$ cat src/rtl/dmux_pkg.sv
// Shared constants and types for the 1-to-4 write distributor.
// Counter feature is enabled by the DMUX_CNT_EN macro in the top module.
package dmux_pkg;

  localparam int unsigned CH_NUM    = 4;
  localparam int unsigned DEF_WIDTH = 32;

  typedef logic [1:0] ch_sel_t;

  // One-hot channel mask for a channel select value.
  function automatic logic [CH_NUM-1:0] sel_onehot(input ch_sel_t sel);
    logic [CH_NUM-1:0] mask;
    mask = '0;
    mask[sel] = 1'b1;
    return mask;
  endfunction

endpackage

$ cat src/rtl/dmux_slot.sv
// One-entry holding register for a single output channel.
// A load always wins over a drain, so a same-cycle drain+load keeps valid high.
module dmux_slot
  import dmux_pkg::*;
#(
  parameter int unsigned WIDTH = DEF_WIDTH
) (
  input  logic             clk,
  input  logic             rst,
  input  logic             load_i,
  input  logic [WIDTH-1:0] data_i,
  input  logic             ready_i,
  output logic [WIDTH-1:0] data_o,
  output logic             valid_o
);

  logic [WIDTH-1:0] data_q, data_d;
  logic             valid_q, valid_d;

  // Next-state: load replaces the word; a drain only clears valid, data is kept.
  always_comb begin
    data_d  = data_q;
    valid_d = valid_q;
    if (load_i) begin
      data_d  = data_i;
      valid_d = 1'b1;
    end else if (valid_q && ready_i) begin
      valid_d = 1'b0;
    end
  end

  // State register with synchronous reset.
  always_ff @(posedge clk) begin
    if (rst) begin
      data_q  <= '0;
      valid_q <= 1'b0;
    end else begin
      data_q  <= data_d;
      valid_q <= valid_d;
    end
  end

  assign data_o  = data_q;
  assign valid_o = valid_q;

endmodule

$ cat src/rtl/demux1t4_32_slot.sv
// 32-bit 1-to-4 write distributor with per-channel one-entry registers.
// Optional per-channel accept counters: define DMUX_CNT_EN.
module demux1t4_32_slot
  import dmux_pkg::*;
#(
  parameter int unsigned WIDTH = DEF_WIDTH
`ifdef DMUX_CNT_EN
  ,
  parameter int unsigned CNT_W = 16
`endif
) (
  input  logic              clk,
  input  logic              rst,
  input  ch_sel_t           s,
  input  logic              i_valid,
  output logic              i_ready,
  input  logic [WIDTH-1:0]  I,
  output logic [WIDTH-1:0]  o0,
  output logic [WIDTH-1:0]  o1,
  output logic [WIDTH-1:0]  o2,
  output logic [WIDTH-1:0]  o3,
  output logic [CH_NUM-1:0] o_valid,
  input  logic [CH_NUM-1:0] o_ready
`ifdef DMUX_CNT_EN
  ,
  input  ch_sel_t           cnt_sel,
  output logic [CNT_W-1:0]  cnt_o
`endif
);

  logic              accept;
  logic [CH_NUM-1:0] load_vec;
  logic [WIDTH-1:0]  data_w [CH_NUM];

  // Ready when the target slot is empty or is being drained this cycle.
  always_comb begin
    i_ready  = !o_valid[s] || o_ready[s];
    accept   = i_valid && i_ready;
    load_vec = accept ? sel_onehot(s) : '0;
  end

  for (genvar k = 0; k < CH_NUM; k++) begin : g_slot
    dmux_slot #(
      .WIDTH(WIDTH)
    ) u_slot (
      .clk    (clk),
      .rst    (rst),
      .load_i (load_vec[k]),
      .data_i (I),
      .ready_i(o_ready[k]),
      .data_o (data_w[k]),
      .valid_o(o_valid[k])
    );
  end

  assign o0 = data_w[0];
  assign o1 = data_w[1];
  assign o2 = data_w[2];
  assign o3 = data_w[3];

`ifdef DMUX_CNT_EN
  logic [CNT_W-1:0] cnt_q [CH_NUM];

  // Per-channel accept counters, wrapping modulo 2^CNT_W.
  always_ff @(posedge clk) begin
    if (rst) begin
      for (int unsigned i = 0; i < CH_NUM; i++) cnt_q[i] <= '0;
    end else if (accept) begin
      cnt_q[s] <= cnt_q[s] + CNT_W'(1);
    end
  end

  assign cnt_o = cnt_q[cnt_sel];
`endif

endmodule

$ cat config.mk
export PLATFORM = sky130hd
export DESIGN_NAME = demux1t4_32_slot
export DESIGN_NICKNAME = d
export VERILOG_FILES = /design/src/rtl/dmux_pkg.sv /design/src/rtl/dmux_slot.sv /design/src/rtl/demux1t4_32_slot.sv
export SDC_FILE = /design/constraint.sdc
export NUM_CORES = 1
export LEC_CHECK = 0
export ABC_CLOCK_PERIOD_IN_PS = 1360
export CAP_MARGIN = 20
export CORE_UTILIZATION = 40
export CTS_CLUSTER_DIAMETER = 200
export DETAILED_ROUTE_END_ITERATION = 10
export PLACE_DENSITY_LB_ADDON = 0.3
export SETUP_SLACK_MARGIN = 0.2
export SLEW_MARGIN = 20
export SYNTH_ARGS = -nofsm -noshare
export SYNTH_HDL_FRONTEND = slang
export SYNTH_HIERARCHICAL = 1
export SYNTH_SLANG_ARGS = --single-unit
$ cat constraint.sdc
create_clock -name clk -period 1.36 [get_ports clk]
set_input_delay 0.408 -clock clk [delete_from_list [all_inputs] [get_ports clk]]
set_output_delay 0.408 -clock clk [all_outputs]
set_load 0.02 [all_outputs]
* Word level (Yosys, flattened, before mapping)
Cells that the tools add are included.
** Storage, ports and cells
- Bits in registers :: 132
- Input port bits :: 41
- Logic and storage cells :: 37
** Cells by class
- Order comparisons :: 2
- Multiplexer cells :: 15
- Reduce and logical (&&, ||, !) cells :: 12
** Operator list (count)
- 1-bit two-way mux :: 11
- 2-bit nonzero test :: 4
- 1-bit logical AND :: 6
- 1-bit binary-select mux with 2-bit select :: 2
- 4-bit two-way mux :: 1
- 2-bit by 3-bit less-than comparator with 1-bit output, second input constant :: 1
- 1-bit demux with 2-bit select :: 1
- 2-bit by 1-bit >= comparator with 1-bit output, second input constant :: 1
- 1-bit zero test :: 1
- 1-bit logical OR :: 1

* Depth between registers and ports, before layout
Gate-level depths: netlist of run 1.
- Depth after elaboration :: 7
- Mapped depth :: 6
- Gate-level depth less buffers :: 4

* Hierarchy
The synthesis of run 1 kept the hierarchy.
** By module, submodules not included
- dmux_slot :: times used 4, cells an instance 108, area an instance 1204.9 sq um, sequential area each 660.6 sq um
- demux1t4_32_slot :: times used 1, cells an instance 9, area an instance 101.3 sq um, sequential area each 0.0 sq um

* Worst setup path after synthesis of run 1
OpenSTA, ideal clock, no wires.
- Kind :: register to output
- From :: register g_slot[3].u_slot.valid_q
- To :: output port i_ready
- Arrival time :: 1.079 ns
- Data required time :: 0.952 ns
- Slack :: -0.127 ns
- Stages on the path, launching flop included :: 3
- Path buffers :: 0
- Cells stage by stage :: dfxtp_1 > nand2b_4 > mux4_2
** Between the ends
- Longest elaborated chain between the ends :: 4
** Ends and longest elaborated chain
- from (decl) :: RTL line dmux_slot.sv:18 : logic valid_q, valid_d;
- from (signal assigned) :: RTL line dmux_slot.sv:39 : valid_q <= valid_d;
- 1-bit binary-select mux with 2-bit select :: RTL line demux1t4_32_slot.sv:37 : i_ready = !o_valid[s] || o_ready[s];
- 1-bit two-way mux (implied by the code) :: RTL line demux1t4_32_slot.sv:37
- 1-bit zero test :: RTL line demux1t4_32_slot.sv:37
- 1-bit logical OR :: RTL line demux1t4_32_slot.sv:37
- to (decl) :: RTL line demux1t4_32_slot.sv:16 : output logic i_ready,
No other way between the ends. The select of a mux whose other input is x is not followed.

* Final worst setup path of run 1
- From :: register g_slot[2].u_slot.valid_q
- To :: output port i_ready
** Between the ends
- Longest elaborated chain between the ends :: 4
** Ends and longest elaborated chain (RTL line)
- from (decl) :: dmux_slot.sv:18
- from (signal assigned) :: dmux_slot.sv:39
- 1-bit binary-select mux with 2-bit select :: demux1t4_32_slot.sv:37
- 1-bit two-way mux (implied by the code) :: demux1t4_32_slot.sv:37
- 1-bit zero test :: demux1t4_32_slot.sv:37
- 1-bit logical OR :: demux1t4_32_slot.sv:37
No other way between the ends. The select of a mux whose other input is x is not followed.

==> results of run 1 <==
sequential cells by signal, summed over array words and instances, names as in the netlist:
register               cells
g_slot.u_slot/valid_o      4
g_slot.u_slot/data_o     128
cell type report:
| cell class | instances | area, um^2 |
|---|---|---|
| Clock buffer | 25 | 515 |
| Clock inverter | 7 | 118 |
| Sequential cell | 132 | 2810 |
| Timing Repair Buffer | 248 | 2870 |
| Inverter | 4 | 15.0 |
| Fill cell | 821 | 3500 |
| Multi-Input combinational cell | 273 | 2000 |
| Tap cell | 147 | 184 |
worst register-to-register path: stages, from the launching register on:
cell	delay, ps
dfxtp_2	330
nand2b_4	70
and4b_4	360
buf_12	140
buf_16	140
mux2i_1	240
nor2_1	70
cells by family (layout without fill, tap and decap cells):
kind of cell           after synthesis  count (layout)  synth area share [%]
AOI/OAI and AO/OA                    4               4                 0.407
and+or+nand+nor                    140             140                  11.9
buffers and inverters               36             284                  7.53
muxes                              129             129                  26.5
DFF                                132             132                  53.7
routing by layer:
metal	part of all wire [%]	vias to the layer above	global-route usage [%]
met5	0	-	0
met4	2.1	0	10.3
met3	5.9	26	7.34
met2	50	132	37.5
met1	42	1924	25.6
li1	-	1934	-
cell usage after synthesis, types with 2 or more instances:
| library cell | n | area [um^2] |
|---|---|---|
| clkbuf_1 | 8 | 30.0 |
| mux2i_1 | 128 | 1280 |
| and4b_1 | 2 | 20.0 |
| dfxtp_1 | 132 | 2640 |
| buf_12 | 12 | 240 |
| nand2b_1 | 6 | 37.5 |
| buf_2 | 8 | 40.0 |
| a21oi_1 | 4 | 20.0 |
| buf_6 | 4 | 45.0 |
| nand2b_4 | 2 | 27.5 |
| inv_1 | 4 | 15.0 |
| nor2_1 | 128 | 480 |
report_power, final:
part	switching, mW	internal [mW]
Clock	1.63	3.17
Combinational	0.605	0.718
Sequential	0.0986	4.03
Total	2.33	7.92
timing repair:
action / 4_1_cts / 5_1_grt
setup endpoints to repair: 265 / 265
buffers inserted: 19 / 27
cloned: 9 / 1
resized for setup: 960 / 26
pin swaps: 5 / 12
per-stage QoR:
step	hold slack, ps	util, %	area (um^2)	worst slack, ps
5_1_grt	411	70.9	8510	-525
3_5_place_dp	482	56.5	6790	-1050
2_1_floorplan	525	-	4960	-105
4_1_cts	392	68.3	8200	-497
6_report	402	70.9	8510	-480
3_3_place_gp	471	56.5	6790	-1050
how the worst min path moves through the flow:
stage | to | start | cells after the start
final | g_slot[3].u_slot/valid_o | o_ready[3] | 3
after global placement | g_slot[0].u_slot/data_o[10] | g_slot[0].u_slot/data_o[10] | 2
after detailed placement | g_slot[2].u_slot/data_o[16] | g_slot[2].u_slot/data_o[16] | 2
after CTS | g_slot[3].u_slot/valid_o | o_ready[3] | 3
after global routing | g_slot[2].u_slot/valid_o | rst | 3
after floorplan | g_slot[0].u_slot/valid_o | g_slot[0].u_slot/valid_o | 2
==> run summary, run 1 <==
Final nets: 717
Routed WL: 14,400 um
Top Ports: 174
CP Launch Type: register
Antenna Cells: 0
most common cell after layout, fill and taps aside: buf_6
Antenna Violating Nets Remaining: 0
Site Rows: 40
Post-synth ARST share: 0%
Ys Warns: 6
Vias/cell: 4.80
RSZ-0062 raised after global routing: yes
Worst Setup End Kind: output pin
CTS root buf: clkbuf_16
crit path cell chain: nand2b_4 -> mux4_2 -> buf_6
# hold bufs at CTS: 0
commonest cells after routing, fill and taps aside: buf_6, dfxtp_2, nor2_1, mux2i_1, buf_4
Final Hold Vio Count: 0
Worst R2R Path Depth: 6
Yosys reg bits: 132
Crit Reg-Reg Endpoint: g_slot[2].u_slot/data_o[7]
Avg Cell Area, Syn: 11.2 um^2
Max Cap Violations: 0
global-route congestion overflow total: 0
Cell Area, Synth: 0.00492 mm^2
worst skew pair latency: 410 ps
CTS tree: done
initial antenna violation count: 0
critical-path maximum fanout: 2
Max Freq: 543 MHz
CP max stage delay: 470 ps
Syn Inst Count: 441
routed via count: 4,016
Die Y: 113 um
power per cell area: 1200 mW/mm^2
per-cell routed wire length: 17.2 um
slowest CP cell: mux4_2
die area: 0.0127 mm^2
Max-slew headroom: 78.4%
R2R Path Start: g_slot[2].u_slot/valid_o
Post-synth EDFFs: 0
setup ws final: -480 ps
cell count after placement: 748
Core Region: 0.0120 mm^2
GRT Overall Usage: 22.2%
vias in the first global route: 4,029
worst slew pin tran: 324 ps
FF-to-FF setup slack: -100 ps
Buffers on Ports: 173
Layout area overhead: 73.0%
post-DP HPWL: 8200 um
DRC viols: 0
setup TNS: -3800 ps
1st-iter DRT viols: 241
H-Tree Depth: 4
final cell count without fillers: 836
total power: 10.3 mW
Worst Path Buf+Inv: 1
drt pass-1 iters: 4
post-synthesis sequential area ratio: 53.7%
synthesized net count: 482
status: finished, violations left
fin. max-slew vios: 0
top_reg_cell synth: dfxtp_1
Setup Viol. Count Final: 90
Worst Path Arrival: 1430 ps
CTS sink count: 132
largest net degree at the start of global routing: 63
Num CTS Buffers: 17
period utilization: 135%
Max Buffers Root-to-Sink: 2
P_leak: 3.53 nW
Final Wtd Congestion: 0.756
CP top delay family: multiplexers
initial core utilization: 41.0%
share of cells above drive strength 1: 57.9%
worst vdd ir: 0.850 mV
Tmin final: 1840 ps
critical path depth: 3
Worst-path clk slew: 50 ps
violated checks: setup timing
Setup crit end: i_ready
Netlist cell types: 15
class of the worst hold path: in2reg
critical path type: reg2out
required time worst endpoint: 950 ps
die width: 113 um
CP startpoint: g_slot[2].u_slot/valid_o
global-route wire length before repair: 21,400 um
Setup Skew: 4.92 ps
Note: power is estimated with default switching activity, not from simulation.
==> run 2: changes to the inputs <==
--- a/config.mk
+++ b/config.mk
@@ -10,7 +10,8 @@
 export CORE_UTILIZATION = 40
 export CTS_CLUSTER_DIAMETER = 200
 export DETAILED_ROUTE_END_ITERATION = 10
-export PLACE_DENSITY_LB_ADDON = 0.3
+export GPL_TIMING_DRIVEN = 1
+export PLACE_DENSITY = 0.78
 export SETUP_SLACK_MARGIN = 0.2
 export SLEW_MARGIN = 20
 export SYNTH_ARGS = -nofsm -noshare
==> run summary, run 2 (synthesized netlist as in run 1, its figures left out) <==
status: finished, violations left
violated checks: setup timing
die area: 0.0127 mm^2 (unchanged)
H-Tree Depth: 4 (unchanged)
RSZ-0062 raised after global routing: yes
commonest cells after routing, fill and taps aside: buf_6, dfxtp_2, nor2_1, mux2i_1, buf_4
Buffers on Ports: 173 (unchanged)
final cell count without fillers: 858 (+2.6%)
share of cells above drive strength 1: 59.6% (+1.7 points)
CP startpoint: g_slot[3].u_slot/valid_o
Final Hold Vio Count: 0 (unchanged)
Layout area overhead: 79.9%
setup TNS: -9730 ps (-5930 ps)
CTS root buf: clkbuf_16
worst vdd ir: 0.821 mV (-3.4%)
per-cell routed wire length: 18.6 um (+7.7%)
Setup Skew: 7.72 ps (+2.80 ps)
required time worst endpoint: 950 ps (about the same)
Max Freq: 541 MHz (-0.39%)
Final nets: 739 (+3.1%)
global-route congestion overflow total: 0 (unchanged)
setup ws final: -488 ps (-7.17 ps)
Max Cap Violations: 0 (unchanged)
Top Ports: 174 (unchanged)
DRC viols: 0 (unchanged)
global-route wire length before repair: 23,400 um (+9.5%)
Antenna Cells: 0 (unchanged)
Final Wtd Congestion: 0.814 (+7.7%)
Worst-path clk slew: 60 ps (about the same)
Num CTS Buffers: 17 (unchanged)
Core Region: 0.0120 mm^2 (unchanged)
Die Y: 113 um (unchanged)
period utilization: 136% (+0.53 points)
vias in the first global route: 4,306 (+6.9%)
R2R Path Start: g_slot[3].u_slot/valid_o
Setup Viol. Count Final: 97 (+7.8%)
worst hold slack: 334 ps (-67.4 ps)
Worst Path Arrival: 1440 ps (about the same)
GRT Overall Usage: 24.6% (+2.4 points)
CP Launch Type: register
worst skew pair latency: 420 ps (about the same)
most common cell after layout, fill and taps aside: buf_6
CTS tree: done
critical path type: reg2out
hold path startpoint: rst
pre-CTS setup slack: -1020 ps (+32.4 ps)
cell count after placement: 748 (unchanged)
Design Area, Final: 0.00885 mm^2 (+4.0%)
P_leak: 3.69 nW (+4.5%)
worst slew pin tran: 290 ps (-34.1 ps)
1st-iter DRT viols: 132 (-45%)
post-layout util: 73.7% (+2.8 points)
Largest register FFs: 128 (unchanged)
# fillers: 776 (-5.5%)
CTS sink count: 132 (unchanged)
Tmin final: 1850 ps (+7.17 ps)
initial antenna violation count: 0 (unchanged)
total power: 10.2 mW (-0.63%)
post-DP HPWL: 8400 um (+2.5%)
Antenna Violating Nets Remaining: 0 (unchanged)
Site Rows: 40 (unchanged)
class of the worst hold path: in2reg
Worst Setup End Kind: output pin
fin. max-slew vios: 0 (unchanged)
critical-path maximum fanout: 2 (unchanged)
initial core utilization: 41.0% (unchanged)
die width: 113 um (unchanged)
Max Buffers Root-to-Sink: 2 (unchanged)
power per cell area: 1150 mW/mm^2 (-4.4%)
Max-slew headroom: 80.7% (+2.3 points)
# hold bufs at CTS: 0 (unchanged)
instance area at placement: 0.00676 mm^2 (-0.37%)
Vias/cell: 4.86 (+1.3%)
Routed WL: 15,900 um (+11%)
drt pass-1 iters: 4 (unchanged)
routed via count: 4,174 (+3.9%)
largest net degree at the start of global routing: 44 (-30%)
-- run 2: cell count changes in the layout (fill, tap and decap cells not counted), sizes merged --
cell	delta
clkbuf	-8
buf	+25
clkdlybuf4s15	-1
bufbuf	-1
clkinv	+6
inv	+1
-- run 2: repair_timing --
action | CTS | global route
pin swaps | 3 | 18
buffers inserted | 40 | 23
resized for setup | 985 | 22
gates cloned | 15 | 0
setup endpoints to repair | 265 | 265
-- run 2: worst max-delay path: stages (launching register included) --
cell	delay (ps)
dfxtp_4	360
nand2b_4	50
mux4_2	470
buf_6	150
-- run 2: path summary, 6_finish.rpt --
| check | to | slack (ps) | depth (start not counted) |
|---|---|---|---|
| worst max-delay path | i_ready | -490 | 3 |
| worst min register to register | g_slot[1].u_slot/data_o[11] | 490 | 2 |
| worst min-delay path | g_slot[0].u_slot/valid_o | 330 | 2 |
| worst max register to register | g_slot[3].u_slot/data_o[31] | -220 | 8 |
-- run 2: power by group --
group          switching (mW)  leakage [nW]  internal (mW)
registers               0.103          1.13           4.03
clock network            1.71         0.292           2.91
logic                   0.644          2.27          0.791
-- run 2: layout make-up --
class | count | area, um^2 | share of cell area [%]
repair buffers | 270 | 3220 | 36.4
multi-input cells | 273 | 2020 | 22.8
clock inverters | 14 | 160 | 1.81
inverters | 4 | 17.5 | 0.198
well taps | 147 | 184 | 2.08
flip-flops and latches | 132 | 2820 | 31.8
clock buffers | 18 | 439 | 4.96
-- run 2: metal layers --
layer | vias up | global-route usage, % | wire length (um)
met1 | 2001 | 25.9 | 5910
met4 | 0 | 8.68 | 368
met2 | 157 | 45.7 | 8370
met3 | 33 | 8.14 | 1280
met5 | - | 0 | 0
li1 | 1983 | - | -
